<file path="src/rtl/registers_istr.sv">
// ----------------------------------------------------------------------------
// registers_istr
//
// Interrupt status register block for the SCSI/DMA host interface.
// It synchronizes and debounces the SCSI controller interrupt, keeps the
// DMA end-of-transfer interrupt flag, and drives the registered host
// interrupt request. It also drives the 9-bit ISTR status word, which is
// frozen while the host reads it.
//
// Ports
//   CLK         in   system clock, rising edge
//   RESET_      in   asynchronous active-low reset
//   INTA_I      in   SCSI controller interrupt (asynchronous, active-high)
//   DMA_DONE    in   one-cycle end-of-transfer pulse
//   CLR_INT     in   one-cycle CINT write strobe (clears E_INT)
//   ISTR_RD     in   level, high for the duration of a host ISTR read
//   INTENA      in   interrupt enable (masks INT_O)
//   DMAENA      in   DMA enable (qualifies DMA_DONE)
//   PRESET      in   forces debounce counter, INTS and E_INT to zero
//   FIFO_FULL   in   synchronous FIFO full flag
//   FIFO_EMPTY  in   synchronous FIFO empty flag
//   ISTR_O      out  [8:0] registered status word
//   INT_O       out  registered host interrupt request
//
// Status word: bit0 FIFO_EMPTY, bit1 FIFO_FULL, bit4 INT_P, bit5 E_INT,
//              bit6 INTS, all other bits 0.
// ----------------------------------------------------------------------------
module registers_istr (
    input  logic       CLK,
    input  logic       RESET_,
    input  logic       INTA_I,
    input  logic       DMA_DONE,
    input  logic       CLR_INT,
    input  logic       ISTR_RD,
    input  logic       INTENA,
    input  logic       DMAENA,
    input  logic       PRESET,
    input  logic       FIFO_FULL,
    input  logic       FIFO_EMPTY,
    output logic [8:0] ISTR_O,
    output logic       INT_O
);

    // Read FSM encoding
    localparam logic [0:0] ST_LIVE   = 1'b0;
    localparam logic [0:0] ST_FROZEN = 1'b1;

    logic       arm_q,    arm_d;
    logic       sync1_q,  sync1_d;
    logic       sync2_q,  sync2_d;
    logic [1:0] cnt_q,    cnt_d;
    logic       e_int_q,  e_int_d;
    logic       int_o_q,  int_o_d;
    logic [8:0] istr_q,   istr_d;
    logic [0:0] state_q,  state_d;

    logic       ints_s;
    logic       ints;
    logic       int_p;
    logic [8:0] status_word;

    always_comb begin
        // arm_q is low only on the first edge after reset release. That edge
        // must not capture INTA_I, so synchronization really starts from zero.
        arm_d   = 1'b1;
        sync1_d = arm_q & INTA_I;
        sync2_d = sync1_q;
        ints_s  = sync2_q;

        // Debounce counter: saturating count of consecutive high ints_s samples.
        if (PRESET) begin
            cnt_d = 2'd0;
        end else if (ints_s) begin
            cnt_d = (cnt_q == 2'd3) ? 2'd3 : cnt_q + 2'd1;
        end else begin
            cnt_d = 2'd0;
        end

        // INTS is defined directly by the counter being saturated, so it sets
        // and clears in the same cycles the counter does.
        ints = (cnt_q == 2'd3);

        // A set wins over a coincident clear. PRESET wins over both.
        if (PRESET) begin
            e_int_d = 1'b0;
        end else if (DMA_DONE && DMAENA) begin
            e_int_d = 1'b1;
        end else if (CLR_INT) begin
            e_int_d = 1'b0;
        end else begin
            e_int_d = e_int_q;
        end

        int_p   = ints | e_int_q;
        int_o_d = int_p & INTENA;

        status_word = {2'b00, ints, e_int_q, int_p, 2'b00, FIFO_FULL, FIFO_EMPTY};

        // Read FSM: the status word is sampled on the edge that enters FROZEN.
        // The register then holds while ISTR_RD stays high. It updates again
        // on the edge where ISTR_RD is seen low.
        state_d = state_q;
        istr_d  = status_word;
        case (state_q)
            ST_LIVE: begin
                if (ISTR_RD) begin
                    state_d = ST_FROZEN;
                end
            end
            ST_FROZEN: begin
                if (ISTR_RD) begin
                    istr_d = istr_q;
                end else begin
                    state_d = ST_LIVE;
                end
            end
            default: begin
                state_d = ST_LIVE;
            end
        endcase
    end

    always_ff @(posedge CLK or negedge RESET_) begin
        if (!RESET_) begin
            arm_q   <= 1'b0;
            sync1_q <= 1'b0;
            sync2_q <= 1'b0;
            cnt_q   <= 2'd0;
            e_int_q <= 1'b0;
            int_o_q <= 1'b0;
            istr_q  <= 9'h000;
            state_q <= ST_LIVE;
        end else begin
            arm_q   <= arm_d;
            sync1_q <= sync1_d;
            sync2_q <= sync2_d;
            cnt_q   <= cnt_d;
            e_int_q <= e_int_d;
            int_o_q <= int_o_d;
            istr_q  <= istr_d;
            state_q <= state_d;
        end
    end

    assign ISTR_O = istr_q;
    assign INT_O  = int_o_q;

endmodule

</file>
<file path="config.mk">
export PLATFORM = sky130hd
export DESIGN_NAME = registers_istr
export DESIGN_NICKNAME = d
export VERILOG_FILES = /design/src/rtl/registers_istr.sv
export SDC_FILE = /design/constraint.sdc
export NUM_CORES = 1
export LEC_CHECK = 0
export CORE_AREA = 2 2 39 41
export DETAILED_ROUTE_END_ITERATION = 10
export DIE_AREA = 0 0 41 43
export HOLD_SLACK_MARGIN = 0.05
export PLACE_DENSITY = 0.69
export SYNTH_ARGS = -nofsm -noshare
export SYNTH_HDL_FRONTEND = slang
export SYNTH_SLANG_ARGS = --single-unit
</file>
<file path="constraint.sdc">
create_clock -name CLK -period 1.2 [get_ports CLK]
set_input_delay 0.36 -clock CLK [delete_from_list [all_inputs] [get_ports CLK]]
set_output_delay 0.36 -clock CLK [all_outputs]
set_load 0.03 [all_outputs]
</file>
==> flow_summary.toml, run 1 <==
[clocking]
path_clk_slew_ps = 70
htreeDepth = 1
cts_buffer_depth = 2
cts_root_buf = "clkbuf_4"
cts_tree = "built"
cts_buffers = 3
cts.sinks = 13
insertion_delay_ps = 270

[yosys]
synthTopCellsByArea = "dfrtp_1, mux2_4, buf_4, a21oi_1, nand2b_1"
synth-seq-cells = 13
synth-edff-count = 0
ys_types = 15
seq_area_frac_synth = 0.6516
yosysTopAreaCellShare = 0.6516
netlist_area_sq_um = 499.2
netlist_instances = 38
synthFlopType = "dfrtp_1"
yosys.area.top_type = "dfrtp_1"
yosysMostFrequentCell = "dfrtp_1"
synthArstFlopShare = 1.000
yosys_warnings = 0
syn_avg_cell_area_sq_um = 13.14
netlist_top_cells_count = "dfrtp_1, buf_4, a21oi_1, mux2_4"

[critical_path]
cp-start-kind = "register"
critPathMaxStageDelay_ps = 400
cp_num_buf_inv = 1
r2r_slack_ps = 250
path_class = "reg -> out"
worstPathCellList = "buf_6"
cp_top_family = "flip-flops"
crit_fanout = 2
end_kind = "primary output"
rr_worst_depth = 2
crit_cells = 1
cp.arrival_ps = 810
r2r-start = "state_q"
critPathRequiredTime_ps = 840
crit_path_top_delay_cell = "dfrtp_1"
regToRegEndpoint = "ISTR_O[0]"

[power_and_ir_drop]
power.leakage_nw = 0.3622
vdd_drop_max_mv = 0.5953
finalPower_w = 0.0008862
p_per_area_nw_per_um2 = 1217

[place]
hpwl_microns = 596.8
dp.cells = 71
dp_slack_ps = -229.7
io_buffers = 16
place.gp.congestion = 0.6410

[hold_path]
hold_start = "sync1_q"
worst_hold_path_type = "reg -> reg"
min_path_cells = 0
holdPathEnd = "ints_s"

[sta]
rsz0062_at_grt = "yes"
fin_crit_sh = 0.9774
clock.fmax_ghz = 0.8526
final_max_slew_viol_count = 0
finalSetupViolations = 0
clock_skew_ps = 0.8347
hold_ws_ps = 356.4
timing_hold_violations_final = 0
fin_crit_ps = 1173
timing.final.ws_setup_ps = 27.17

[drt]
route.detailed.drc = 0
vias = 333
wl_per_cell_microns = 10.68
first_pass_iters = 3
finalWirelength_microns = 833
vias_per_cell = 4.269
drtIter0Drc = 7
route.antenna.remaining_nets = 0

[grt]
grtUsageTotal = 0.1184
antenna_found_initial = 0
overflow = 0
grt_max_degree = 14
grt_pass1_vias = 306
grt_pass1_wl_mm = 1.255

[finish]
layout.nets = 74
antennaDiodeCount = 0
finalNonFillerCells = 78
area_growth_syn_to_layout_pct = 45.86
drive_above_1_share = 0.3226

[outcome]
status = "complete, no violations"

[die]
io_pins = 21
design.core.area_sq_um = 1384
rows = 14
start_util = 0.3608
die_w_microns = 41
die_area_sq_um = 1763
dieHeight_microns = 43

[run]
maxCapViolations = 0
## how the worst max path moves through the flow
stage | startpoint | slack, ps | to
5_1_grt | ISTR_O[4] | -20 | ISTR_O[4]
4_1_cts | ISTR_O[1] | 0.4 | ISTR_O[1]
2_1_floorplan | ISTR_O[6] | 170 | ISTR_O[6]
6_report | ISTR_O[5] | 30 | ISTR_O[5]
3_3_place_gp | ISTR_RD | -210 | ISTR_O[0]
3_5_place_dp | ISTR_RD | -230 | ISTR_O[0]
## what timing repair did
action,4_1_cts,5_1_grt
hold buffers,0,0
resized for setup,2,3
cloned,0,0
setup endpoints to repair,2,5
setup buffers,1,2
## routing by layer
metal | vias up | routed length, microns | part of all wire | global-route usage
met3 | 4 | 67 | 0.080 | 0.06283
met5 | - | 0 | 0 | 0
met4 | 0 | 33 | 0.040 | 0.1200
li1 | 159 | - | - | -
met2 | 14 | 392 | 0.47 | 0.1594
met1 | 156 | 339 | 0.41 | 0.1186
## report_power, final
part           internal [W]  total, W  switching [W]
clock              0.000129  0.000258       0.000130
sequential         0.000460  0.000473      0.0000135
combinational     0.0000823  0.000155      0.0000725
total              0.000671  0.000886       0.000216
## layout by cell type, fill, tap and decap left out
cell type,count
clkbuf_1,1
buf_6,5
dfrtp_1,13
a31o_2,1
conb_1,5
nand2b_1,2
mux2_4,3
mux2i_1,1
nand2_1,1
clkbuf_4,3
and3_2,1
nor2_1,2
and2_1,1
clkdlybuf4s50_1,10
a21oi_1,3
buf_4,6
nand2_2,1
nor2b_1,1
inv_1,2
## flip-flops by register name (all words and copies together) (netlist names)
| signal | cells |
|---|---|
| ISTR_O | 5 |
| cnt_q | 2 |
| INT_O | 1 |
| state_q | 1 |
| ints_s | 1 |
| e_int_q | 1 |
| sync1_q | 1 |
| arm_q | 1 |
## cell type report
| cell class | count | area [sq um] |
|---|---|---|
| fillers | 127 | 655.6 |
| inverters | 2 | 7.507 |
| flip-flops and latches | 13 | 325.3 |
| well taps | 16 | 20.02 |
| clock buffers | 4 | 26.28 |
| repair buffers | 21 | 201.4 |
| multi-input cells | 22 | 147.6 |
## per-stage QoR
step	util	setup TNS (ps)	cell area (sq um)
2_1_floorplan	-	0	510.5
3_3_place_gp	0.4774	-970.0	660.6
3_5_place_dp	0.4774	-1054	660.6
4_1_cts	0.5072	0	701.9
5_1_grt	0.5262	-40.60	728.2
6_report	0.5262	0	728.2
## cells by family (layout without fill, tap and decap cells)
kind of cell           count (synthesis)  count (layout)  share of synthesized area
and+or+nand+nor                        9               9                     0.1003
other                                  2               5                    0.01504
AOI/OAI and AO/OA                      4               4                    0.04761
buffers and inverters                  6              27                    0.07520
DFF                                   13              13                     0.6516
muxes                                  4               4                     0.1103
Power figures use the tool's default switching activity.
==> run 2: changes to the inputs <==
Settings changed: ABC_AREA set to 1.
==> run 2 against run 1 <==
  * Final cell count is 18% higher
  * Worst setup slack worse by 19 ps
  * Flip-flop and latch count stayed put
  * Critical path type unchanged
==> flow_summary.toml, run 2 <==
[sta]
clock.fmax_ghz = 0.8394
finalSetupViolations = 0
clock_skew_ps = 5.492
fin_crit_ps = 1191
fin_crit_sh = 0.9928
timing_hold_violations_final = 0
rsz0062_at_grt = "yes"
final_max_slew_viol_count = 0

[place]
place.gp.congestion = 0.6697
hpwl_microns = 645.2
io_buffers = 16
postPlaceCellArea_sq_um = 650.6

[critical_path]
cp_num_buf_inv = 1
critPathRequiredTime_ps = 840
r2r_slack_ps = 340
cp.arrival_ps = 830
crit_path_top_delay_cell = "dfrtp_1"
path_class = "reg -> out"
cp_top_family = "flip-flops"
critPathMaxStageDelay_ps = 410
worstPathCellList = "buf_6"
end_kind = "primary output"
crit_fanout = 2
cp-start-kind = "register"

[yosys]
synth-edff-count = 0
yosysTopAreaCellShare = 0.6549
netlist_area_sq_um = 496.7
netlist_instances = 52
synthFlopType = "dfrtp_1"
ys_types = 11
seq_area_frac_synth = 0.6549
synth-seq-cells = 13
synthArstFlopShare = 1.000
netlist_top_cells_count = "nand2_1, dfrtp_1, buf_4, inv_1"
yosysMostFrequentCell = "nand2_1"
synthTopCellsByArea = "dfrtp_1, nand2_1, buf_4, inv_1, a21oi_1"
yosys_warnings = 0
syn_avg_cell_area_sq_um = 9.552
yosys.area.top_type = "dfrtp_1"

[finish]
mostFrequentLayoutCell = "nand2_1"
drive_above_1_share = 0.2237
final_cell_mix = "nand2_1, dfrtp_1, clkdlybuf4s50_1"
layout.nets = 88
final_area_sq_um = 729.5
antennaDiodeCount = 0
largest_reg_flops = 5
area_growth_syn_to_layout_pct = 46.85
final_core_util = 0.5271

[drt]
vias = 382
wl_per_cell_microns = 9.304
route.antenna.remaining_nets = 0
vias_per_cell = 4.152
finalWirelength_microns = 856
route.detailed.drc = 0
drtIter0Drc = 12
first_pass_iters = 3

[die]
dieHeight_microns = 43
die_w_microns = 41
rows = 14
io_pins = 21
design.core.area_sq_um = 1384
die_area_sq_um = 1763
start_util = 0.3590

[power_and_ir_drop]
power.leakage_nw = 0.3933
p_per_area_nw_per_um2 = 1216
vdd_drop_max_mv = 0.7312
finalPower_w = 0.0008871

[clocking]
cts.sinks = 13
cts_tree = "built"
insertion_delay_ps = 280
path_clk_slew_ps = 80
htreeDepth = 1
cts_root_buf = "clkbuf_4"
cts_buffer_depth = 2
cts_hold_buffers = 0
cts_buffers = 3

[grt]
overflow = 0
grtUsageTotal = 0.1286
grt_pass1_vias = 354
grt_pass1_wl_mm = 1.400
grt_max_degree = 14
antenna_found_initial = 0

[outcome]
status = "complete, no violations"

[hold_path]
worst_hold_path_type = "reg -> reg"

[run]
maxCapViolations = 0
==> run 2: cell families after synthesis <==
kind of cell	synth area share
buf+inv	0.1058
simple gates	0.1889
flops	0.6549
other cells	0.01512
compound gates	0.03527
==> run 2: worst register-to-register path: cells and delay by family (launching register included) <==
| family | cells | cell delay [ps] |
|---|---|---|
| buffers and inverters | 2 | 250 |
| DFF | 1 | 400 |
| and+or+nand+nor | 2 | 100 |
==> run 2: per-stage QoR <==
step | setup TNS (ps) | setup WS [ps] | hold slack, ps | cells
2_1_floorplan | 0 | 358.2 | 64.41 | 55
3_3_place_gp | -18.17 | -18.01 | 346.0 | 84
3_5_place_dp | -141.9 | -37.67 | 347.3 | 84
4_1_cts | 0 | 3.260 | 364.7 | 91
5_1_grt | -59.89 | -26.06 | 368.4 | 92
6_report | 0 | 8.654 | 361.4 | 92
==> run 2: final cells by class <==
| type | instances | area, sq um |
|---|---|---|
| clock buffer | 4 | 26.28 |
| fill | 128 | 654.4 |
| inverter | 6 | 22.52 |
| multi-input combinational | 32 | 130.1 |
| sequential | 13 | 325.3 |
| tap | 16 | 20.02 |
| timing repair buffer | 21 | 205.2 |
==> run 2: power breakdown <==
group	switching [W]	total [W]	leakage (nW)	internal (W)
Clock	0.000139	0.000268	0.0150	0.000129
Sequential	0.0000141	0.000473	0.168	0.000459
Combinational	0.0000749	0.000145	0.210	0.0000703
Total	0.000228	0.000887	0.393	0.000659
==> run 2: path summary, 6_finish.rpt <==
path	from	endpoint	depth (start not counted)
max in group asynchronous	RESET_	arm_q	2
hold / removal	sync1_q	ints_s	0
hold reg to reg	sync1_q	ints_s	0
setup reg to reg	ISTR_O[5]	ISTR_O[5]	4
min in group asynchronous	RESET_	state_q	2
setup / recovery	ISTR_O[0]	ISTR_O[0]	1
==> run 2: layer usage <==
layer	vias up	share of wire	track usage
met2	13	0.50	0.1938
li1	193	-	-
met3	5	0.075	0.09424
met4	0	0.021	0.06000
met5	-	0	0
met1	171	0.41	0.1254
==> run 2: what timing repair did <==
action	in CTS	in global routing
setup buffers	3	1
resized for setup	3	3
setup endpoints to repair	5	6
hold endpoints to repair	0	0
==> run 3: changes to the inputs <==
Settings changed: CTS_BUF_LIST set to sky130_fd_sc_hd__clkbuf_2 sky130_fd_sc_hd__clkbuf_4 sky130_fd_sc_hd__clkbuf_8.
==> run 3 against run 2 <==
  * Clock skew about the same
  * Combinational power about the same
  * Flip-flop and latch count unchanged
  * Routed wire length unchanged
  * Die area unchanged
==> flow_summary.toml, run 3 (same netlist as run 2, synthesis figures left out) <==
[outcome]
status = "complete, no violations"

[die]
dieHeight_microns = 43
die_w_microns = 41
io_pins = 21
rows = 14
die_area_sq_um = 1763
design.core.area_sq_um = 1384
start_util = 0.3590

[clocking]
cts_hold_buffers = 0
insertion_delay_ps = 280
htreeDepth = 1
cts_buffers = 3
cts_tree = "built"
cts_root_buf = "clkbuf_4"
cts_buffer_depth = 2
path_clk_slew_ps = 80
cts.sinks = 13

[finish]
mostFrequentLayoutCell = "nand2_1"
multiInputGateArea_sq_um = 130.1
area_growth_syn_to_layout_pct = 47.61
regArea_sq_um = 325.3
drive_above_1_share = 0.2368
antennaDiodeCount = 0
final_cell_mix = "nand2_1, dfrtp_1, clkdlybuf4s50_1"
largest_reg_flops = 5
fill_cells = 126
layout.nets = 88

[sta]
hold_ws_ps = 361.4
tns_ps = 0
fin_crit_ps = 1191
timing_hold_violations_final = 0
clock.fmax_ghz = 0.8394
clock_skew_ps = 5.396
rsz0062_at_grt = "yes"
final_max_slew_viol_count = 0
fin_crit_sh = 0.9928
finalSetupViolations = 0

[run]
maxCapViolations = 0

[critical_path]
crit_fanout = 2
crit_path_top_delay_cell = "dfrtp_1"
critPathMaxStageDelay_ps = 410
cp_top_family = "flip-flops"
end_kind = "primary output"
cp.arrival_ps = 830
critPathRequiredTime_ps = 840
cp-start-kind = "register"
path_class = "reg -> out"
cp_num_buf_inv = 1
worstPathCellList = "buf_6"

[grt]
grt_pass1_vias = 354
overflow = 0
grt_pass1_wl_mm = 1.400
antenna_found_initial = 0
grtUsageTotal = 0.1286
grt_max_degree = 14

[power_and_ir_drop]
swShare = 0.2512
p_seq_frac = 0.520
power.leakage_nw = 0.3967
pwr-share-clk = 0.320
intPower_w = 0.0006813
p_per_area_nw_per_um2 = 1241
p_comb_frac = 0.160
vdd_drop_max_mv = 0.7319
finalPower_w = 0.0009099
p_switching_w = 0.0002285

[drt]
drtIter0Drc = 12
vias_per_cell = 4.152
route.antenna.remaining_nets = 0
vias = 382
wl_per_cell_microns = 9.304
first_pass_iters = 3
route.detailed.drc = 0
finalWirelength_microns = 856

[place]
io_buffers = 16
place.gp.congestion = 0.6697
hpwl_microns = 645.2

[hold_path]
worst_hold_path_type = "reg -> reg"
==> run 3: changes by cell type in the layout (fill, tap and decap cells not counted) <==
cell / previous run / this run
clkbuf_1: 1 / 0
clkbuf_4: 3 / 4
==> run 3: timing repair <==
action	4_1_cts	5_1_grt
buffers inserted	3	1
resized for setup	3	3
gates cloned	0	0
setup endpoints to repair	5	6
==> run 3: through the flow <==
| stage | instance area, sq um | utilization | cells | setup WS (ps) |
|---|---|---|---|---|
| 2_1_floorplan | 508.0 | - | 55 | 358.2 |
| 3_3_place_gp | 650.6 | 0.4702 | 84 | -18.01 |
| 3_5_place_dp | 650.6 | 0.4702 | 84 | -37.67 |
| 4_1_cts | 714.4 | 0.5163 | 91 | 3.260 |
| 5_1_grt | 733.2 | 0.5298 | 92 | -26.06 |
| 6_report | 733.2 | 0.5298 | 92 | 8.654 |
==> run 3: power groups by stage <==
stage	clock [W]	combinational [W]	sequential [W]
floorplan	0	0.0000495	0.000501
detailed placement	0	0.000129	0.000480
CTS	0.000303	0.000142	0.000472
global route	0.000321	0.000161	0.000476
finish	0.000291	0.000145	0.000473
global placement	0	0.000128	0.000480
==> run 3: final cells by class <==
| cell class | instances | area share |
|---|---|---|
| Clock buffer | 4 | 0.04096 |
| Multi-Input combinational cell | 32 | 0.1775 |
| Inverter | 6 | 0.03072 |
| Tap cell | 16 | 0.02730 |
| Sequential cell | 13 | 0.4437 |
| Timing Repair Buffer | 21 | 0.2799 |
==> run 3: final timing paths <==
check / from / to / slack, ps / depth (start not counted)
worst max-delay path: ISTR_O[0] / ISTR_O[0] / 9 / 1
worst min-delay path: sync1_q / ints_s / 360 / 0
worst max register to register: ISTR_O[5] / ISTR_O[5] / 340 / 4
worst min register to register: sync1_q / ints_s / 360 / 0
max in group asynchronous: RESET_ / arm_q / 660 / 2
min in group asynchronous: RESET_ / state_q / 380 / 2
==> run 3: routing by layer <==
layer | track usage | part of all wire | vias to the layer above
met1 | 0.1254 | 0.41 | 171
met2 | 0.1938 | 0.50 | 13
met4 | 0.06000 | 0.021 | 0
met5 | 0 | 0 | -
met3 | 0.09424 | 0.075 | 5
li1 | - | - | 193
